==> config.mk <==
export PLATFORM = sky130hd
export DESIGN_NAME = player_move_ctrl
export DESIGN_NICKNAME = d
export VERILOG_FILES = /design/src/rtl/player_move_ctrl.sv
export SDC_FILE = /design/constraint.sdc
export NUM_CORES = 1
export LEC_CHECK = 0
export CAP_MARGIN = 20
export CORE_AREA = 2 2 94 69
export CTS_CLUSTER_DIAMETER = 150
export DETAILED_ROUTE_END_ITERATION = 8
export DIE_AREA = 0 0 96 71
export GPL_TIMING_DRIVEN = 0
export HOLD_SLACK_MARGIN = 0.03
export PLACE_DENSITY_LB_ADDON = 0.2
export SLEW_MARGIN = 40
export SYNTH_ARGS = -nofsm -noshare
export SYNTH_HDL_FRONTEND = slang
export SYNTH_SLANG_ARGS = --single-unit
==> constraint.sdc <==
create_clock -name clk -period 6.29 [get_ports clk]
set_clock_uncertainty 0.15 [all_clocks]
set_input_delay 1.887 -clock clk [delete_from_list [all_inputs] [get_ports clk]]
set_output_delay 1.887 -clock clk [all_outputs]
set_load 0.05 [all_outputs]
==> src/rtl/player_move_ctrl.sv <==
// Player move controller: accepts one direction request at a time and bounds-checks
// the target tile. It reads the target tile from the map BRAM, then resolves floor,
// wall, key and door tiles. Consumed tiles are written back as floor. The block also
// tracks the player position and a saturating key count.
module player_move_ctrl #(
  parameter int MAP_WIDTH  = 13,
  parameter int MAP_HEIGHT = 13,
  parameter int COORD_W    = 4,
  parameter int ADDR_W     = 19,
  parameter int TILE_W     = 16,
  parameter int RAM_LAT    = 1,
  parameter int START_X    = 6,
  parameter int START_Y    = 11,
  parameter int KEY_MAX    = 15,
  parameter int TILE_FLOOR = 0,
  parameter int TILE_WALL  = 1,
  parameter int TILE_KEY   = 2,
  parameter int TILE_DOOR  = 3
) (
  input  logic               clk,
  input  logic               rst,
  input  logic               req_valid,
  input  logic [1:0]         req_dir,
  output logic               req_ready,
  output logic [ADDR_W-1:0]  map_addr,
  output logic               map_re,
  input  logic [TILE_W-1:0]  map_rdata,
  output logic               map_we,
  output logic [TILE_W-1:0]  map_wdata,
  output logic [COORD_W-1:0] pos_x,
  output logic [COORD_W-1:0] pos_y,
  output logic [3:0]         key_count,
  output logic               done,
  output logic [1:0]         done_code
);

  typedef enum logic [1:0] {
    ST_IDLE   = 2'd0,
    ST_READ   = 2'd1,
    ST_DECIDE = 2'd2,
    ST_WB     = 2'd3
  } state_t;

  localparam logic [1:0] CODE_MOVED  = 2'd0;
  localparam logic [1:0] CODE_BLOCK  = 2'd1;
  localparam logic [1:0] CODE_KEY    = 2'd2;
  localparam logic [1:0] CODE_DOOR   = 2'd3;

  localparam logic [COORD_W-1:0] ZERO_C   = {COORD_W{1'b0}};
  localparam logic [COORD_W-1:0] ONE_C    = COORD_W'(1);
  localparam logic [COORD_W-1:0] X_LAST_C = COORD_W'(MAP_WIDTH - 1);
  localparam logic [COORD_W-1:0] Y_LAST_C = COORD_W'(MAP_HEIGHT - 1);
  localparam logic [COORD_W-1:0] START_X_C = COORD_W'(START_X);
  localparam logic [COORD_W-1:0] START_Y_C = COORD_W'(START_Y);
  localparam logic [ADDR_W-1:0]  WIDTH_A_C = ADDR_W'(MAP_WIDTH);

  localparam logic [TILE_W-1:0] T_FLOOR_C = TILE_W'(TILE_FLOOR);
  localparam logic [TILE_W-1:0] T_WALL_C  = TILE_W'(TILE_WALL);
  localparam logic [TILE_W-1:0] T_KEY_C   = TILE_W'(TILE_KEY);
  localparam logic [TILE_W-1:0] T_DOOR_C  = TILE_W'(TILE_DOOR);

  localparam logic [3:0] KEY_MAX_C = 4'(KEY_MAX);

  // The wait counter only needs to reach RAM_LAT-1; keep at least one bit.
  localparam int WAIT_W = (RAM_LAT > 1) ? $clog2(RAM_LAT) : 1;
  localparam logic [WAIT_W-1:0] WAIT_LAST_C = WAIT_W'(RAM_LAT - 1);
  localparam logic [WAIT_W-1:0] WAIT_ONE_C  = WAIT_W'(1);

  state_t              state_r;
  logic [WAIT_W-1:0]   wait_cnt_r;
  logic [COORD_W-1:0]  tgt_x_r;
  logic [COORD_W-1:0]  tgt_y_r;

  logic [COORD_W-1:0]  tgt_x_s;
  logic [COORD_W-1:0]  tgt_y_s;
  logic                off_map_s;
  logic [ADDR_W-1:0]   tgt_addr_s;

  logic                dec_move_s;
  logic                dec_write_s;
  logic [1:0]          dec_code_s;
  logic [3:0]          key_next_s;

  // Target tile and edge check for the requested direction, from the current position.
  always_comb begin
    tgt_x_s   = pos_x;
    tgt_y_s   = pos_y;
    off_map_s = 1'b0;
    case (req_dir)
      2'd0: begin
        if (pos_y == ZERO_C) begin
          off_map_s = 1'b1;
        end else begin
          tgt_y_s = pos_y - ONE_C;
        end
      end
      2'd1: begin
        if (pos_y == Y_LAST_C) begin
          off_map_s = 1'b1;
        end else begin
          tgt_y_s = pos_y + ONE_C;
        end
      end
      2'd2: begin
        if (pos_x == ZERO_C) begin
          off_map_s = 1'b1;
        end else begin
          tgt_x_s = pos_x - ONE_C;
        end
      end
      2'd3: begin
        if (pos_x == X_LAST_C) begin
          off_map_s = 1'b1;
        end else begin
          tgt_x_s = pos_x + ONE_C;
        end
      end
      default: begin
        off_map_s = 1'b1;
      end
    endcase
    tgt_addr_s = ADDR_W'(tgt_y_s) * WIDTH_A_C + ADDR_W'(tgt_x_s);
  end

  // Classify the tile read back from the map and work out the outcome.
  always_comb begin
    dec_move_s  = 1'b0;
    dec_write_s = 1'b0;
    dec_code_s  = CODE_BLOCK;
    key_next_s  = key_count;
    if (map_rdata == T_FLOOR_C) begin
      dec_move_s = 1'b1;
      dec_code_s = CODE_MOVED;
    end else if (map_rdata == T_WALL_C) begin
      dec_code_s = CODE_BLOCK;
    end else if (map_rdata == T_KEY_C) begin
      dec_move_s  = 1'b1;
      dec_write_s = 1'b1;
      dec_code_s  = CODE_KEY;
      // The key tile is consumed even when the count is already full.
      key_next_s  = (key_count == KEY_MAX_C) ? key_count : key_count + 4'd1;
    end else if (map_rdata == T_DOOR_C) begin
      if (key_count != 4'd0) begin
        dec_write_s = 1'b1;
        dec_code_s  = CODE_DOOR;
        key_next_s  = key_count - 4'd1;
      end else begin
        dec_code_s = CODE_BLOCK;
      end
    end else begin
      // Unknown tile IDs behave as walls.
      dec_code_s = CODE_BLOCK;
    end
  end

  // Request FSM with all map strobes, status outputs and player state registered.
  always_ff @(posedge clk) begin
    if (rst) begin
      state_r    <= ST_IDLE;
      wait_cnt_r <= {WAIT_W{1'b0}};
      tgt_x_r    <= ZERO_C;
      tgt_y_r    <= ZERO_C;
      req_ready  <= 1'b1;
      map_addr   <= {ADDR_W{1'b0}};
      map_re     <= 1'b0;
      map_we     <= 1'b0;
      map_wdata  <= {TILE_W{1'b0}};
      pos_x      <= START_X_C;
      pos_y      <= START_Y_C;
      key_count  <= 4'd0;
      done       <= 1'b0;
      done_code  <= CODE_MOVED;
    end else begin
      done   <= 1'b0;
      map_we <= 1'b0;
      case (state_r)
        ST_IDLE: begin
          if (req_valid) begin
            if (off_map_s) begin
              // Edge of the map: answer immediately without touching the BRAM.
              done      <= 1'b1;
              done_code <= CODE_BLOCK;
            end else begin
              tgt_x_r    <= tgt_x_s;
              tgt_y_r    <= tgt_y_s;
              map_addr   <= tgt_addr_s;
              map_re     <= 1'b1;
              wait_cnt_r <= {WAIT_W{1'b0}};
              req_ready  <= 1'b0;
              state_r    <= ST_READ;
            end
          end
        end
        ST_READ: begin
          if (wait_cnt_r == WAIT_LAST_C) begin
            map_re  <= 1'b0;
            state_r <= ST_DECIDE;
          end else begin
            wait_cnt_r <= wait_cnt_r + WAIT_ONE_C;
          end
        end
        ST_DECIDE: begin
          // map_addr still holds the target, so the write-back reuses it.
          done      <= 1'b1;
          done_code <= dec_code_s;
          map_we    <= dec_write_s;
          map_wdata <= T_FLOOR_C;
          key_count <= key_next_s;
          if (dec_move_s) begin
            pos_x <= tgt_x_r;
            pos_y <= tgt_y_r;
          end
          state_r <= ST_WB;
        end
        ST_WB: begin
          req_ready <= 1'b1;
          state_r   <= ST_IDLE;
        end
        default: begin
          map_re    <= 1'b0;
          req_ready <= 1'b1;
          state_r   <= ST_IDLE;
        end
      endcase
    end
  end

endmodule

==> reports/qor.txt <==
Worst EP required: 6310 ps
Hold WS: 312.7 ps
Switch Pwr: 0.3607 mW
Pre-antenna DRT Iters: 4
final setup fails: 0
Synth Register Bits: 37
largest net degree at the start of global routing: 11
Area growth syn-to-layout: 26.49%
Placeable Area: 5976 um2
critical path class: in2reg
post-route insts no fill: 467
die area: 6816 um2
crit-path max FO: 10
Buffers on Ports: 46
Avg Inst Size Synth: 8.960 um2
Synthesis Warnings: 0
Slew HR: 55.42%
final hold violations: 0
unrepaired setup endpoints after global routing: false
Final period util: 95.46%
clk root buf: clkbuf_8
slew of the pin with the lowest slew margin: 668.7 ps
Antenna Diode Count: 0
Post-CTS Setup Repair Bufs: 0
Resized Gates After CTS: 0
Core Rows: 24
CTS H-tree depth: 2
# IOs: 74
Tmin final: 6005 ps
vias in the first global route: 2184
Peak VDD IR: 0.1680 mV
die height: 71 um
sequential fraction of the synthesis area: 26.58%
Hold Buf Count CTS: 0
TritonCTS Sinks: 37
Arrival @ worst endpoint: 6030 ps
Clock power frac: 18.8%
CP Launch Type: input port
Layout fillers: 539
layout cell share with drive strength beyond 1: 14.40%
Vias: 2374
Cell variety after synth: 62
post-route ant nets: 0
Hold Crit Class: reg2reg
DP Cell Count: 460
CTS buffer count: 5
detailed placement HPWL: 4997 um
number of synthesized flops with an enable pin: 0
DR WL/cell: 13.59 um
fin area: 3525 um2
drt drc: 0
Via-to-Cell Ratio: 5.084
gr usage total: 19.36%
Leak: 1.498 nW
Critical Path Sink Type: flop
Slew Limit Fails: 0
initial antenna violation count: 0
status: complete, no violations
global-route wire length before repair: 10430 um
GP Congestion: 0.8293
Synth Cell Area: 2786 um2
nets@finish: 444
clk_lat worst skew: 290 ps
Comb power frac: 47.8%
Placed Instance Area: 3438 um2
Iter 0 DRT Violations: 129
P_int: 0.5252 mW
GRT overflow: 0
setup TNS: 0 ps
clock transition at the registers of the reported paths: 70 ps
fmax: 0.1665 GHz
top_reg_cell synth: dfxtp_1
Final Util: 58.98%
Async SR Flop Fraction: 0%
Gate Count Post-Synth: 311
Sw Ratio: 40.71%
Max Cap Viol: 0
pwr/cell area: 251.3 nW/um2
sequential power share: 33.4%
Clock Path Buffers: 2
CTS tree: yes
overall routed net length: 6348 um
DIE WIDTH: 96 um
Initial Util: 46.63%
[metrics by stage]
step           setup slack, ps  total power [mW]
6_report                 285.4            0.8858
5_1_grt                  88.81            0.9436
4_1_cts                  289.9            0.8930
3_5_place_dp             37.86            0.7222
3_3_place_gp             76.05            0.7145
2_1_floorplan             1001            0.6185
[final cells by class]
| type | count | area (um2) | share of cell area, % |
|---|---|---|---|
| Timing Repair Buffer | 46 | 460.4 | 13.06 |
| Inverter | 18 | 67.56 | 1.917 |
| Sequential cell | 37 | 740.7 | 21.02 |
| Multi-Input combinational cell | 241 | 1804 | 51.19 |
| Tap cell | 78 | 97.59 | 2.769 |
| Buffer | 40 | 267.8 | 7.597 |
| Clock buffer | 7 | 86.33 | 2.449 |
[routing by layer]
layer	up-vias	GRT usage [%]	share of wire, %
li1	1221	-	-
met1	1078	29.53	50
met2	70	28.47	43
met3	5	3.195	6.3
met4	0	4.286	0.69
met5	-	0	0
[power by group through the flow]
| stage | Combinational (mW) | Sequential [mW] | Clock [mW] |
|---|---|---|---|
| after floorplan | 0.246 | 0.373 | 0 |
| after global placement | 0.415 | 0.299 | 0 |
| after detailed placement | 0.422 | 0.300 | 0 |
| after CTS | 0.424 | 0.295 | 0.173 |
| after global routing | 0.460 | 0.302 | 0.182 |
| final | 0.423 | 0.296 | 0.167 |
[flip-flops by register name, summed over array words and instances, names as in the netlist]
name	cells
req_ready	1
map_we	1
pos_y	4
tgt_y_r	4
done_code	2
map_addr	9
tgt_x_r	4
done	1
key_count	4
pos_x	4
map_re	1
state_r	2
[Yosys cell counts (6+ instances only)]
| library cell | n | area (um2) |
|---|---|---|
| a211oi_2 | 6 | 75.07 |
| a21oi_1 | 19 | 95.09 |
| buf_4 | 26 | 195.2 |
| clkbuf_1 | 7 | 26.28 |
| dfxtp_1 | 37 | 740.7 |
| ha_1 | 31 | 387.9 |
| inv_1 | 17 | 63.81 |
| mux2i_1 | 14 | 140.1 |
| nand2_1 | 18 | 67.56 |
| nand3_1 | 9 | 45.04 |
| nor2_1 | 25 | 93.84 |
| o21ai_0 | 12 | 60.06 |
| xnor2_1 | 7 | 61.31 |
[critical path: stages]
cell and delay (ps):
clkdlybuf4s50_1 480, buf_2 220, buf_1 350, o21ai_0 190, xnor2_1 500, ha_1 340
ha_1 270, inv_1 50, fa_1 510, inv_1 40, ha_1 350, a211oi_1 230
o21bai_1 120, a21oi_1 200, xor2_1 180, o22ai_1 100
[kinds of logic (layout without fill, tap and decap cells)]
family / Yosys count / after routing / synth area share, %
compound gates: 75 / 75 / 20.34
mux: 14 / 14 / 5.029
fa+ha+maj: 34 / 34 / 16.08
flops: 37 / 37 / 26.58
buf+inv: 58 / 111 / 12.03
xor+xnor: 9 / 9 / 2.829
other cells: 1 / 26 / 0.1346
simple gates: 83 / 83 / 16.97
[cells in the final DEF, fill, tap and decap left out, drive strengths merged, types with 3 or more instances in the layout]
cell type,count
nand2b,4
o211ai,4
nor4,6
clkbuf,14
xnor2,7
nand4,4
a21oi,20
buf,33
o22ai,3
ha,31
dfxtp,37
mux2i,14
inv,18
a211oi,9
nor3b,3
nor2,25
nand3,9
a21o,4
o21ai,15
nand2,18
clkdlybuf4s50,46
conb,26
fa,3
[worst paths after layout]
| kind | from | to | slack [ps] | cells after the start |
|---|---|---|---|---|
| setup reg to reg | pos_y[1]$_SDFFE_PP1P_ | map_addr[7]$_SDFFE_PP0P_ | 1840 | 16 |
| hold / removal | tgt_x_r[0]$_SDFFE_PP0P_ | pos_x[0]$_SDFFE_PP0P_ | 310 | 2 |
| hold reg to reg | tgt_x_r[0]$_SDFFE_PP0P_ | pos_x[0]$_SDFFE_PP0P_ | 310 | 2 |
| setup / recovery | req_dir[0] | map_addr[7]$_SDFFE_PP0P_ | 290 | 16 |
Note: power is estimated with default switching activity, not from simulation.
